===== config.mk =====
export PLATFORM = sky130hd
export DESIGN_NAME = mem_wb_pipe_reg
export DESIGN_NICKNAME = d
export VERILOG_FILES = /design/src/rtl/mem_wb_pkg.sv /design/src/rtl/pipe_skid_buf.sv /design/src/rtl/mem_wb_pipe_reg.sv
export SDC_FILE = /design/constraint.sdc
export NUM_CORES = 1
export LEC_CHECK = 0
export CORE_MARGIN = 2
export CORE_UTILIZATION = 68
export DETAILED_ROUTE_END_ITERATION = 10
export DONT_BUFFER_PORTS = 1
export PLACE_DENSITY = 0.91
export SYNTH_ARGS = -nofsm -noshare
export SYNTH_HDL_FRONTEND = slang
export SYNTH_SLANG_ARGS = --single-unit
export TNS_END_PERCENT = 5

===== constraint.sdc =====
create_clock -name clk -period 4.7 [get_ports clk]
set_input_delay 0.47 -clock clk [delete_from_list [all_inputs] [get_ports clk]]
set_output_delay 0.47 -clock clk [all_outputs]
set_load 0.05 [all_outputs]

===== src/rtl/mem_wb_pkg.sv =====
// Shared definitions for the MEM/WB pipeline register: default widths and
// the default-width payload layout carried through the stage.
package mem_wb_pkg;

  localparam int MEM_WB_DATA_W = 32;
  localparam int MEM_WB_DEST_W = 4;
  localparam int MEM_WB_CNT_W  = 16;

  typedef struct packed {
    logic                     wb_en;
    logic                     mem_r_en;
    logic [MEM_WB_DATA_W-1:0] alu_result;
    logic [MEM_WB_DATA_W-1:0] mem_read_value;
    logic [MEM_WB_DEST_W-1:0] dest;
  } mem_wb_payload_t;

  localparam int MEM_WB_PAYLOAD_W = $bits(mem_wb_payload_t);

endpackage


===== src/rtl/pipe_skid_buf.sv =====
// Two-entry (main + skid) pipeline buffer with a registered ready, so the
// upstream ready never depends combinationally on the downstream ready.
module pipe_skid_buf
  import mem_wb_pkg::*;
#(
  parameter int WIDTH = MEM_WB_PAYLOAD_W
) (
  input  logic             clk,
  input  logic             rst_n,
  input  logic             flush,
  input  logic             in_valid,
  output logic             in_ready,
  input  logic [WIDTH-1:0] in_data,
  output logic             out_valid,
  input  logic             out_ready,
  output logic [WIDTH-1:0] out_data,
  output logic             skid_valid
);

  logic             main_vld_p0, skid_vld_p0, in_ready_p0;
  logic [WIDTH-1:0] main_data_p0, skid_data_p0;

  logic             main_vld_n, skid_vld_n;
  logic [WIDTH-1:0] main_data_n, skid_data_n;
  logic             accept, drain;

  assign accept = in_valid && in_ready_p0;
  assign drain  = main_vld_p0 && out_ready;

  always_comb begin
    main_vld_n  = main_vld_p0;
    skid_vld_n  = skid_vld_p0;
    main_data_n = main_data_p0;
    skid_data_n = skid_data_p0;
    if (!main_vld_p0 || drain) begin
      if (skid_vld_p0) begin
        // Older skid beat moves up; any new beat takes the freed skid slot.
        main_vld_n  = 1'b1;
        main_data_n = skid_data_p0;
        skid_vld_n  = accept;
        if (accept) skid_data_n = in_data;
      end else begin
        main_vld_n = accept;
        if (accept) main_data_n = in_data;
      end
    end else if (accept) begin
      skid_vld_n  = 1'b1;
      skid_data_n = in_data;
    end
  end

  always_ff @(posedge clk or negedge rst_n) begin
    if (!rst_n) begin
      main_vld_p0  <= 1'b0;
      skid_vld_p0  <= 1'b0;
      in_ready_p0  <= 1'b1;
      main_data_p0 <= '0;
      skid_data_p0 <= '0;
    end else if (flush) begin
      main_vld_p0 <= 1'b0;
      skid_vld_p0 <= 1'b0;
      in_ready_p0 <= 1'b1;
    end else begin
      main_vld_p0  <= main_vld_n;
      skid_vld_p0  <= skid_vld_n;
      in_ready_p0  <= !skid_vld_n;
      main_data_p0 <= main_data_n;
      skid_data_p0 <= skid_data_n;
    end
  end

  assign in_ready   = in_ready_p0;
  assign out_valid  = main_vld_p0;
  assign out_data   = main_data_p0;
  assign skid_valid = skid_vld_p0;

endmodule


===== src/rtl/mem_wb_pipe_reg.sv =====
// MEM/WB pipeline register: skid-buffered payload, writeback mux and stall counter.
// Define MEM_WB_PIPE_FWD_EN to add the fwd_valid/fwd_dest/fwd_value bypass outputs.
module mem_wb_pipe_reg
  import mem_wb_pkg::*;
#(
  parameter int DATA_W = MEM_WB_DATA_W,
  parameter int DEST_W = MEM_WB_DEST_W,
  parameter int CNT_W  = MEM_WB_CNT_W
) (
  input  logic              clk,
  input  logic              rst_n,
  input  logic              flush,
  input  logic              in_valid,
  output logic              in_ready,
  input  logic              wb_en_in,
  input  logic              mem_r_en_in,
  input  logic [DATA_W-1:0] alu_result_in,
  input  logic [DATA_W-1:0] mem_read_value_in,
  input  logic [DEST_W-1:0] dest_in,
  output logic              out_valid,
  input  logic              out_ready,
  output logic              wb_en,
  output logic              mem_r_en,
  output logic [DATA_W-1:0] alu_result,
  output logic [DATA_W-1:0] mem_read_value,
  output logic [DEST_W-1:0] dest,
  output logic [DATA_W-1:0] wb_value,
  output logic [1:0]        occupancy,
  output logic [CNT_W-1:0]  stall_cnt
`ifdef MEM_WB_PIPE_FWD_EN
  ,
  output logic              fwd_valid,
  output logic [DEST_W-1:0] fwd_dest,
  output logic [DATA_W-1:0] fwd_value
`endif
);

  // Same field order as mem_wb_payload_t, sized by this instance's parameters.
  typedef struct packed {
    logic              wb_en;
    logic              mem_r_en;
    logic [DATA_W-1:0] alu_result;
    logic [DATA_W-1:0] mem_read_value;
    logic [DEST_W-1:0] dest;
  } payload_t;

  function automatic logic [CNT_W-1:0] sat_inc(input logic [CNT_W-1:0] v);
    return (&v) ? v : v + 1'b1;
  endfunction

  payload_t        pay_in, pay_out;
  logic            skid_valid;
  logic [CNT_W-1:0] stall_cnt_p0;

  assign pay_in = '{wb_en:          wb_en_in,
                    mem_r_en:       mem_r_en_in,
                    alu_result:     alu_result_in,
                    mem_read_value: mem_read_value_in,
                    dest:           dest_in};

  pipe_skid_buf #(
    .WIDTH($bits(payload_t))
  ) u_buf (
    .clk        (clk),
    .rst_n      (rst_n),
    .flush      (flush),
    .in_valid   (in_valid),
    .in_ready   (in_ready),
    .in_data    (pay_in),
    .out_valid  (out_valid),
    .out_ready  (out_ready),
    .out_data   (pay_out),
    .skid_valid (skid_valid)
  );

  // Stall counter survives flush; only reset clears it.
  always_ff @(posedge clk or negedge rst_n) begin
    if (!rst_n) begin
      stall_cnt_p0 <= '0;
    end else if (out_valid && !out_ready) begin
      stall_cnt_p0 <= sat_inc(stall_cnt_p0);
    end
  end

  assign wb_en          = pay_out.wb_en && out_valid;
  assign mem_r_en       = pay_out.mem_r_en;
  assign alu_result     = pay_out.alu_result;
  assign mem_read_value = pay_out.mem_read_value;
  assign dest           = pay_out.dest;
  assign wb_value       = pay_out.mem_r_en ? pay_out.mem_read_value : pay_out.alu_result;
  assign occupancy      = {1'b0, out_valid} + {1'b0, skid_valid};
  assign stall_cnt      = stall_cnt_p0;

`ifdef MEM_WB_PIPE_FWD_EN
  assign fwd_valid = wb_en;
  assign fwd_dest  = pay_out.dest;
  assign fwd_value = wb_value;
`endif

endmodule


==> results of run 1 <==
==> metal layers <==
layer  GRT usage  wire [um]
met4      0.1239        359
met2      0.4273       7637
met1      0.2956       5783
met5           0          0
met3     0.09289       1285
==> final timing paths <==
| kind | startpoint | endpoint | slack (ps) | cells past startpoint |
|---|---|---|---|---|
| setup / recovery | u_buf.skid_valid$_DFF_PN0_ | u_buf.skid_data_p0[38]$_DFFE_PN0P_ | 1750 | 5 |
| hold / removal | mem_read_value_in[0] | u_buf.skid_data_p0[4]$_DFFE_PN0P_ | 70 | 1 |
| setup reg to reg | u_buf.skid_valid$_DFF_PN0_ | u_buf.skid_data_p0[38]$_DFFE_PN0P_ | 1750 | 5 |
| hold reg to reg | u_buf.skid_data_p0[4]$_DFFE_PN0P_ | u_buf.skid_data_p0[4]$_DFFE_PN0P_ | 490 | 1 |
| max in group asynchronous | rst_n | u_buf.skid_valid$_DFF_PN0_ | 3480 | 2 |
| min in group asynchronous | rst_n | u_buf.out_data[43]$_DFFE_PN0P_ | 590 | 2 |
==> through the flow <==
step	instances	power, mW	utilization	hold WS [ps]
3_3_place_gp	682	3.204	0.6585	178.6
3_5_place_dp	682	3.269	0.6585	177.9
6_report	716	4.607	0.7157	69.76
4_1_cts	716	4.633	0.7157	47.35
5_1_grt	716	4.796	0.7157	59.61
2_1_floorplan	640	3.275	-	174.4
==> Yosys cell counts <==
cell	n
a21oi_1	73
a311oi_2	1
and2_1	2
and3_1	3
buf_1	1
buf_2	16
buf_4	68
buf_6	8
clkbuf_1	10
dfrtp_1	158
dfstp_2	1
ha_1	2
inv_1	4
maj3_1	1
mux2_1	3
mux2_2	91
mux2_4	10
mux2i_1	70
nand2_1	4
nand3_1	8
nand4_1	5
nor2_1	77
nor2_2	1
nor2b_1	1
nor2b_2	1
nor3_1	4
nor3_2	1
nor3b_4	1
o21a_1	1
o21ai_0	1
o21ai_2	1
or3_1	1
xnor2_1	8
xor2_1	3
==> worst register-to-register path: stages, from the launching register on <==
cell and delay (ps):
dfrtp_4 900, buf_4 630, nor2_2 120, nor3b_4 200, buf_4 550, mux2_2 430
==> power by group through the flow <==
| stage | clock network (mW) | registers [mW] | logic, mW |
|---|---|---|---|
| finish | 1.33 | 2.43 | 0.849 |
| global route | 1.41 | 2.47 | 0.913 |
| CTS | 1.35 | 2.42 | 0.859 |
| detailed placement | 0 | 2.45 | 0.823 |
| global placement | 0 | 2.42 | 0.783 |
| floorplan | 0 | 1.94 | 1.34 |
==> layout make-up <==
cell class | count | share of cell area
sequential | 159 | 0.5114
multi-input combinational | 374 | 0.3762
clock buffer | 26 | 0.06391
tap | 140 | 0.02248
timing repair buffer | 8 | 0.01413
clock inverter | 5 | 0.009955
inverter | 4 | 0.001927
==> registers in the layout, summed over array words and instances (netlist names) <==
register / cells
u_buf.in_ready: 1
stall_cnt: 16
u_buf.skid_valid: 1
u_buf.skid_data_p0: 70
u_buf.out_valid: 1
u_buf.out_data: 70
==> layout by cell type (no fill, tap or decap), types with 2 or more instances in the layout <==
cell type / instances
dfrtp_1: 156
inv_1: 4
dlygate4sd3_1: 2
clkbuf_16: 16
clkbuf_8: 6
nand2_1: 4
buf_4: 3
xnor2_1: 8
nand3_1: 8
a21oi_1: 73
and2_1: 2
nor3_1: 4
nor2_1: 77
clkbuf_1: 4
nand4_1: 5
bufinv_16: 2
and3_1: 3
ha_1: 2
mux2_1: 3
buf_12: 2
clkinv_2: 2
mux2_4: 10
xor2_1: 3
mux2_2: 91
mux2i_1: 70
==> what timing repair did <==
item	4_1_cts	5_1_grt
hold endpoints to repair	161	0
setup buffers	0	0
hold buffers	3	0
==> cells by family (layout without fill, tap and decap cells) <==
group | after synthesis | after routing
adder cells (fa/ha/maj) | 3 | 3
AND/OR/NAND/NOR | 109 | 109
XOR/XNOR | 11 | 11
buffers and inverters | 107 | 43
flip-flops | 159 | 159
AO/OA/AOI/OAI | 77 | 77
multiplexers | 174 | 174
==> impl_metrics.json, run 1 <==
{
  "wl_per_cell_um": 21.04,
  "critical_path_class": "reg2reg",
  "syn_nets": 717,
  "skew_ps": 6.487,
  "comb_power_share": 0.184,
  "synth_cell_types": 34,
  "numCtsBuffers": 17,
  "drcViolationCount": 0,
  "netlist_instances": 640,
  "core_um2": 10890,
  "power_frac_seq": 0.527,
  "n_fill_cell": 710,
  "crit_top_cell": "buf_4",
  "num_rows": 38,
  "slew_headroom": 0.1951,
  "outcome": "finished, final reports clean",
  "leakagePower_nw": 3.140,
  "synth_xor_area_frac": 0.01261,
  "fmax_ghz": 0.3391,
  "crit_path_start_kind": "register",
  "finish.instance_area_um2": 7792,
  "fin_setup_tns_ps": 0,
  "min_period_ps": 2949,
  "num_io_pins": 197,
  "clock_latency_ps": 530,
  "internal-power_mw": 2.837,
  "switching_share": 0.3842,
  "cts_tree": "done",
  "synthSimpleGateAreaFrac": 0.06320,
  "critPathSlowestCell": "dfrtp_4",
  "synth_top_family_by_area": "multiplexers",
  "grt_max_degree": 160,
  "ir_worst_vdd_v": 0.0004290,
  "clock-sinks": 159,
  "path_buf_inv": 2,
  "critPathMaxStageDelay_ps": 900,
  "grt.overflow.total": 0,
  "cp_max_fo": 44,
  "routabilityCongestion": 0.7980,
  "portBuffers": 0,
  "yosys_warnings": 0,
  "grt_pass1_vias": 4651,
  "end_kind": "register",
  "setup_ws_ps": 1751,
  "hold_viol": 0,
  "n_antenna_cell": 0,
  "ys_seq_elements": 159,
  "cp_top_family": "buffers and inverters",
  "worst_pin_slew_ps": 1203,
  "yosysTopAreaCellShare": 0.5174,
  "synth_fa_ha_area_frac": 0.004584,
  "multi_input_area_um2": 2932,
  "cp.required_ps": 5110,
  "finalCritPeriodShare": 0.6274,
  "rsz0062_at_grt": "false",
  "viasPerCell": 6.177,
  "maxCapViolCount": 0,
  "synthMuxAreaShare": 0.2498,
  "cts.repair.resized": 0,
  "slew_violations": 0,
  "grt_pass1_wl_um": 23230,
  "vias": 4423,
  "drtIter0Drc": 288,
  "final_nets": 641,
  "grt.total_usage": 0.2572,
  "hp-class": "in2reg",
  "h-tree-depth": 4,
  "ant_nets": 0,
  "clock-root-buffer": "clkbuf_8",
  "area_growth_pct": 1.965,
  "first_pass_iters": 4,
  "dp_slack_ps": 1720,
  "synthTopCellsByArea": "dfrtp_1 (52%), mux2_2 (13%), mux2i_1 (9.2%)",
  "synth.avg_cell_area_um2": 11.94,
  "cts_buffer_depth": 2,
  "cp_cell_sequence": "buf_4 > nor2_2 > nor3b_4 > buf_4 > mux2_2",
  "die_h_um": 110.0,
  "synth_top_area_cell": "dfrtp_1",
  "clkTransAtPathRegs_ps": 60,
  "register_area_um2": 3985,
  "synth_compound_area_frac": 0.05255,
  "hpwl_um": 9779,
  "power_density_nw_per_um2": 591.2,
  "netlist_area_um2": 7642,
  "dieWidth_um": 110.0,
  "clkPwrFrac": 0.289,
  "place_area_um2": 7169,
  "switchingPower_mw": 1.770,
  "finalSetupViolations": 0,
  "ys_seq_area_frac": 0.5208,
  "crit_arrival_ps": 3360,
  "antenna_found_initial": 0,
  "start_util": 0.7019,
  "wl_um": 15060,
  "die-area_um2": 12100,
  "drive_gt1_frac": 0.2483
}
No activity file was read; power rests on OpenSTA's default activity.
==> run 2: changes to the inputs <==
--- a/config.mk
+++ b/config.mk
@@ -5,11 +5,12 @@
 export SDC_FILE = /design/constraint.sdc
 export NUM_CORES = 1
 export LEC_CHECK = 0
+export ABC_AREA = 1
 export CORE_MARGIN = 2
-export CORE_UTILIZATION = 68
+export CORE_UTILIZATION = 64
 export DETAILED_ROUTE_END_ITERATION = 10
 export DONT_BUFFER_PORTS = 1
-export PLACE_DENSITY = 0.91
+export PLACE_DENSITY = 0.87
 export SYNTH_ARGS = -nofsm -noshare
 export SYNTH_HDL_FRONTEND = slang
 export SYNTH_SLANG_ARGS = --single-unit
==> constraint.sdc (replaced) <==
create_clock -name clk -period 2.9 [get_ports clk]
set_input_delay 0.29 -clock clk [delete_from_list [all_inputs] [get_ports clk]]
set_output_delay 0.29 -clock clk [all_outputs]
set_load 0.05 [all_outputs]
==> impl_metrics.json, run 2 <==
{
  "start_util": 0.6532,
  "cts_tree": "done",
  "outcome": "complete, but fails checks",
  "wl_um": 16330,
  "cts.repair.resized": 0,
  "slew_headroom": 0.3370,
  "portBuffers": 0,
  "dieWidth_um": 114.7,
  "synth_cell_types": 26,
  "cp.required_ps": 2610,
  "ctsHoldBuffers": 9,
  "synth_edf_count": 0,
  "clock-sinks": 159,
  "ys_seq_area_frac": 0.5073,
  "fmax_ghz": 0.4738,
  "antenna_found_initial": 0,
  "place_area_um2": 7652,
  "grt.total_usage": 0.2563,
  "slew_violations": 0,
  "yosysMostFrequentCell": "nand2_1",
  "maxCapViolCount": 0,
  "yosys_warnings": 0,
  "finalCritPeriodShare": 0.7277,
  "yosysTopAreaCellShare": 0.5039,
  "worst_pin_slew_ps": 994.5,
  "cts_buffer_depth": 2,
  "power_density_nw_per_um2": 941.1,
  "die-area_um2": 13160,
  "ant_nets": 0,
  "drtIter0Drc": 470,
  "async_flop_share": 1.000,
  "critical_path_class": "reg2out",
  "worst-r2r-setup-slack_ps": 850,
  "syn_nets": 1052,
  "numCtsBuffers": 17,
  "crit_path_start_kind": "register",
  "end_kind": "output port",
  "clock_latency_ps": 420,
  "grt_pass1_vias": 5544,
  "synth_common_cells": "nand2_1 (281), dfrtp_1 (158), o21ai_0 (139), inv_1 (115), buf_4 (76)",
  "wl_per_cell_um": 15.07,
  "ir_worst_vdd_v": 0.0005591,
  "rsz0062_at_grt": "false",
  "area_growth_pct": 6.554,
  "utilization": 0.6960,
  "n_antenna_cell": 0,
  "clock-root-buffer": "clkbuf_16",
  "num_io_pins": 197,
  "hpwl_um": 10290,
  "h-tree-depth": 4,
  "crit_arrival_ps": 1820,
  "synthTopCellsByArea": "dfrtp_1 (50%), nand2_1 (13%), o21ai_0 (8.9%)",
  "viasPerCell": 5.527,
  "synth_top_area_cell": "dfrtp_1",
  "finish.instance_area_um2": 8361,
  "leakagePower_nw": 4.213,
  "first_pass_iters": 6,
  "violations": "negative hold slack",
  "core_um2": 12010,
  "final_common_cell": "nand2_1",
  "min_period_ps": 2110,
  "netlist_area_um2": 7846,
  "ys_seq_elements": 159,
  "drcViolationCount": 0,
  "hold_viol": 159,
  "skew_ps": 8.525,
  "routabilityCongestion": 0.8437,
  "synth-main-ff-cell": "dfrtp_1",
  "hp-class": "in2async",
  "hold_ws_ps": -433.3,
  "grt_max_degree": 160,
  "vias": 5991,
  "netlist_instances": 975,
  "layout_common_cells": "nand2_1 (281), dfrtp_1 (157), inv_1 (115), o21ai_0 (107), nor2_1 (56)",
  "final_nets": 1003,
  "clkTransAtPathRegs_ps": 60,
  "drive_gt1_frac": 0.09178,
  "grt.overflow.total": 0,
  "finalSetupViolations": 0,
  "grt_pass1_wl_um": 26450,
  "synth.avg_cell_area_um2": 8.047,
  "num_rows": 40,
  "cp_max_fo": 42,
  "n_fill_cell": 934,
  "die_h_um": 114.7,
  "fin_setup_tns_ps": 0
}
## run 2: cell count changes after synthesis, sizes merged, moves of 70 or more
cell   before  now
o21ai       2  144
inv         4  119
nand2       4  282
mux2      104    0
a21oi      73    0
mux2i      70    0
## run 2: critical path, stage by stage (launching register included)
cell,delay [ps]
dfrtp_2,680
buf_12,310
nand2_1,80
o21ai_1,100
buf_4,210
## run 2: logic make-up (layout without fill, tap and decap cells)
group                      count (synthesis)  count (layout)  share of synthesized area
AOI/OAI and AO/OA                        214             214                     0.1528
xor gates and xnor gates                   6               6                   0.006697
adders and majority gates                  2               2                   0.003189
buffers and inverters                    240             202                     0.1540
DFF                                      159             159                     0.5073
and+or+nand+nor                          354             354                     0.1760
## run 2: timing repair
action,CTS,global route
endpoints found under the hold margin,168,159
setup buffers,0,0
setup endpoints to repair,0,0
## run 2: layout make-up
cell class | count | area (um2) | area share
Timing Repair Buffer | 53 | 457.9 | 0.05477
Clock buffer | 19 | 452.9 | 0.05418
Sequential cell | 159 | 3981 | 0.4762
Tap cell | 147 | 183.9 | 0.02200
Clock inverter | 11 | 165.2 | 0.01975
Inverter | 119 | 447.9 | 0.05358
Multi-Input combinational cell | 576 | 2671 | 0.3195
## run 2: power breakdown
part / switching [mW] / total (mW) / internal (mW)
registers: 1.23 / 3.94 / 2.71
clock network: 0.854 / 2.32 / 1.47
logic: 1.07 / 1.61 / 0.531
## run 2: layer usage
layer,vias to the layer above,GRT usage,wire [um]
li1,2917,-,-
met1,2823,0.3203,6682
met2,219,0.4197,8144
met3,32,0.08047,1155
met4,0,0.1012,351
met5,-,0,0
## run 2: final timing paths
| path | startpoint | to | cells past startpoint |
|---|---|---|---|
| hold reg to reg | u_buf.skid_data_p0[11]$_DFFE_PN0P_ | u_buf.skid_data_p0[11]$_DFFE_PN0P_ | 2 |
| setup reg to reg | u_buf.in_ready$_DFF_PN1_ | u_buf.out_data[53]$_DFFE_PN0P_ | 7 |
| max in group asynchronous | rst_n | u_buf.skid_data_p0[18]$_DFFE_PN0P_ | 0 |
| setup / recovery | u_buf.out_data[68]$_DFFE_PN0P_ | wb_value[19] | 4 |
| hold / removal | rst_n | u_buf.skid_data_p0[45]$_DFFE_PN0P_ | 0 |
| min in group clk | mem_read_value_in[9] | u_buf.skid_data_p0[13]$_DFFE_PN0P_ | 2 |
## run 2: per-stage QoR
step | setup WS (ps) | std cells | total power [mW]
after CTS | 759.0 | 1084 | 7.920
after global routing | 659.2 | 1084 | 8.242
final | 789.6 | 1084 | 7.868
after detailed placement | 890.6 | 1045 | 5.576
after floorplan | 504.7 | 975 | 5.367
after global placement | 973.0 | 1045 | 5.491
==> run 3: changes to the inputs <==
==> constraint.sdc (replaced) <==
create_clock -name clk -period 2 [get_ports clk]
set_input_delay 0.2 -clock clk [delete_from_list [all_inputs] [get_ports clk]]
set_output_delay 0.2 -clock clk [all_outputs]
set_load 0.05 [all_outputs]
==> impl_metrics.json, run 3 (synthesized netlist as in run 2, its figures left out) <==
{
  "power_frac_seq": 0.380,
  "place_area_um2": 8213,
  "clkPwrFrac": 0.285,
  "drcViolationCount": 0,
  "slew_headroom": 0.6341,
  "wl_um": 20630,
  "finalCritPeriodShare": 0.9596,
  "internal-power_mw": 7.402,
  "comb_power_share": 0.335,
  "vias": 6954,
  "n_antenna_cell": 0,
  "grt_pass1_wl_um": 32890,
  "finalSetupViolations": 0,
  "cp.required_ps": 1800,
  "clkTransAtPathRegs_ps": 70,
  "worst-r2r-setup-slack_ps": 230,
  "min_period_ps": 1919,
  "worst_pin_slew_ps": 548.9,
  "first_pass_iters": 7,
  "final_nets": 1140,
  "ir_worst_vdd_v": 0.0009147,
  "drtIter0Drc": 702,
  "antenna_found_initial": 0,
  "numCtsBuffers": 17,
  "die-area_um2": 13160,
  "area_growth_pct": 22.10,
  "ant_nets": 0,
  "leakagePower_nw": 4.853,
  "outcome": "complete, but fails checks",
  "grt_max_degree": 160,
  "clock_latency_ps": 420,
  "fmax_ghz": 0.5210,
  "slew_violations": 0,
  "rsz0062_at_grt": "false",
  "routabilityCongestion": 0.8599,
  "skew_ps": 11.88,
  "crit_path_start_kind": "register",
  "portBuffers": 0,
  "final_common_cell": "nand2_1",
  "num_io_pins": 197,
  "hold_viol": 159,
  "die_h_um": 114.7,
  "grt.overflow.total": 0,
  "dieWidth_um": 114.7,
  "switching_share": 0.3979,
  "h-tree-depth": 4,
  "drive_gt1_frac": 0.1487,
  "maxCapViolCount": 0,
  "ctsHoldBuffers": 72,
  "grt_pass1_vias": 6863,
  "end_kind": "output port",
  "hp-class": "in2async",
  "violations": "negative hold slack",
  "cts_tree": "done",
  "hold_ws_ps": -528.8,
  "wl_per_cell_um": 16.87,
  "start_util": 0.6532,
  "finish.instance_area_um2": 9580,
  "crit_arrival_ps": 1720,
  "switchingPower_mw": 4.891,
  "cp_max_fo": 35,
  "core_um2": 12010,
  "power_density_nw_per_um2": 1283,
  "clock-sinks": 159,
  "clock-root-buffer": "clkbuf_16",
  "hpwl_um": 11490,
  "viasPerCell": 5.686,
  "num_rows": 40,
  "critical_path_class": "reg2out",
  "cts_buffer_depth": 2,
  "layout_common_cells": "nand2_1 (281), dfrtp_1 (157), inv_1 (115), buf_4 (114), o21ai_0 (107)",
  "grt.total_usage": 0.3192
}
-- run 3: path summary, 6_finish.rpt --
kind	from	to	depth (start not counted)
worst min register to register	u_buf.skid_data_p0[35]$_DFFE_PN0P_	u_buf.skid_data_p0[35]$_DFFE_PN0P_	2
min in group clk	out_ready	u_buf.out_valid$_DFFE_PN0P_	3
max in group asynchronous	rst_n	u_buf.in_ready$_DFF_PN1_	0
worst max-delay path	u_buf.out_data[68]$_DFFE_PN0P_	wb_value[7]	4
worst max register to register	u_buf.skid_valid$_DFF_PN0_	u_buf.out_data[33]$_DFFE_PN0P_	7
worst min-delay path	rst_n	u_buf.out_data[41]$_DFFE_PN0P_	0
-- run 3: repair_timing --
item / in CTS / in global routing
setup endpoints to repair: 0 / 4
buffers inserted: 0 / 1
gates resized for setup: 0 / 1
hold endpoints to repair: 269 / 159
-- run 3: critical path, cell delays in order, from the launching register on --
cell	delay [ps]
dfrtp_4	540
buf_12	230
nand2_1	110
o21ai_1	160
buf_4	240
-- run 3: per-layer routing --
| layer | routed length (um) | track usage |
|---|---|---|
| met1 | 7744 | 0.3621 |
| met2 | 10730 | 0.5645 |
| met3 | 1398 | 0.07305 |
| met4 | 755 | 0.1655 |
| met5 | 0 | 0 |
-- run 3: area by class of cell --
class | count | area [um2]
sequential | 159 | 3984
multi-input combinational | 576 | 2671
fill | 724 | 2431
timing repair buffer | 190 | 1657
inverter | 119 | 447.9
clock buffer | 20 | 446.7
clock inverter | 12 | 190.2
tap | 147 | 183.9
-- run 3: power by group through the flow --
stage / Clock (mW) / Sequential [mW] / Combinational (mW)
2_1_floorplan: 0 / 4.57 / 3.21
3_3_place_gp: 0 / 4.63 / 3.77
3_5_place_dp: 0 / 4.67 / 3.86
4_1_cts: 3.51 / 4.63 / 4.00
5_1_grt: 3.66 / 4.73 / 4.39
6_report: 3.50 / 4.67 / 4.12
-- run 3: metrics by stage --
stage | std cells | setup TNS [ps] | util | power, mW | worst slack [ps]
after CTS | 1222 | 0 | 0.7968 | 12.13 | 70.67
after global placement | 1118 | 0 | 0.6838 | 8.402 | 461.9
after detailed placement | 1118 | 0 | 0.6838 | 8.530 | 357.8
final | 1223 | 0 | 0.7976 | 12.29 | 80.77
after global routing | 1223 | 0 | 0.7976 | 12.78 | 62.43
after floorplan | 975 | -7005 | - | 7.782 | -305.3
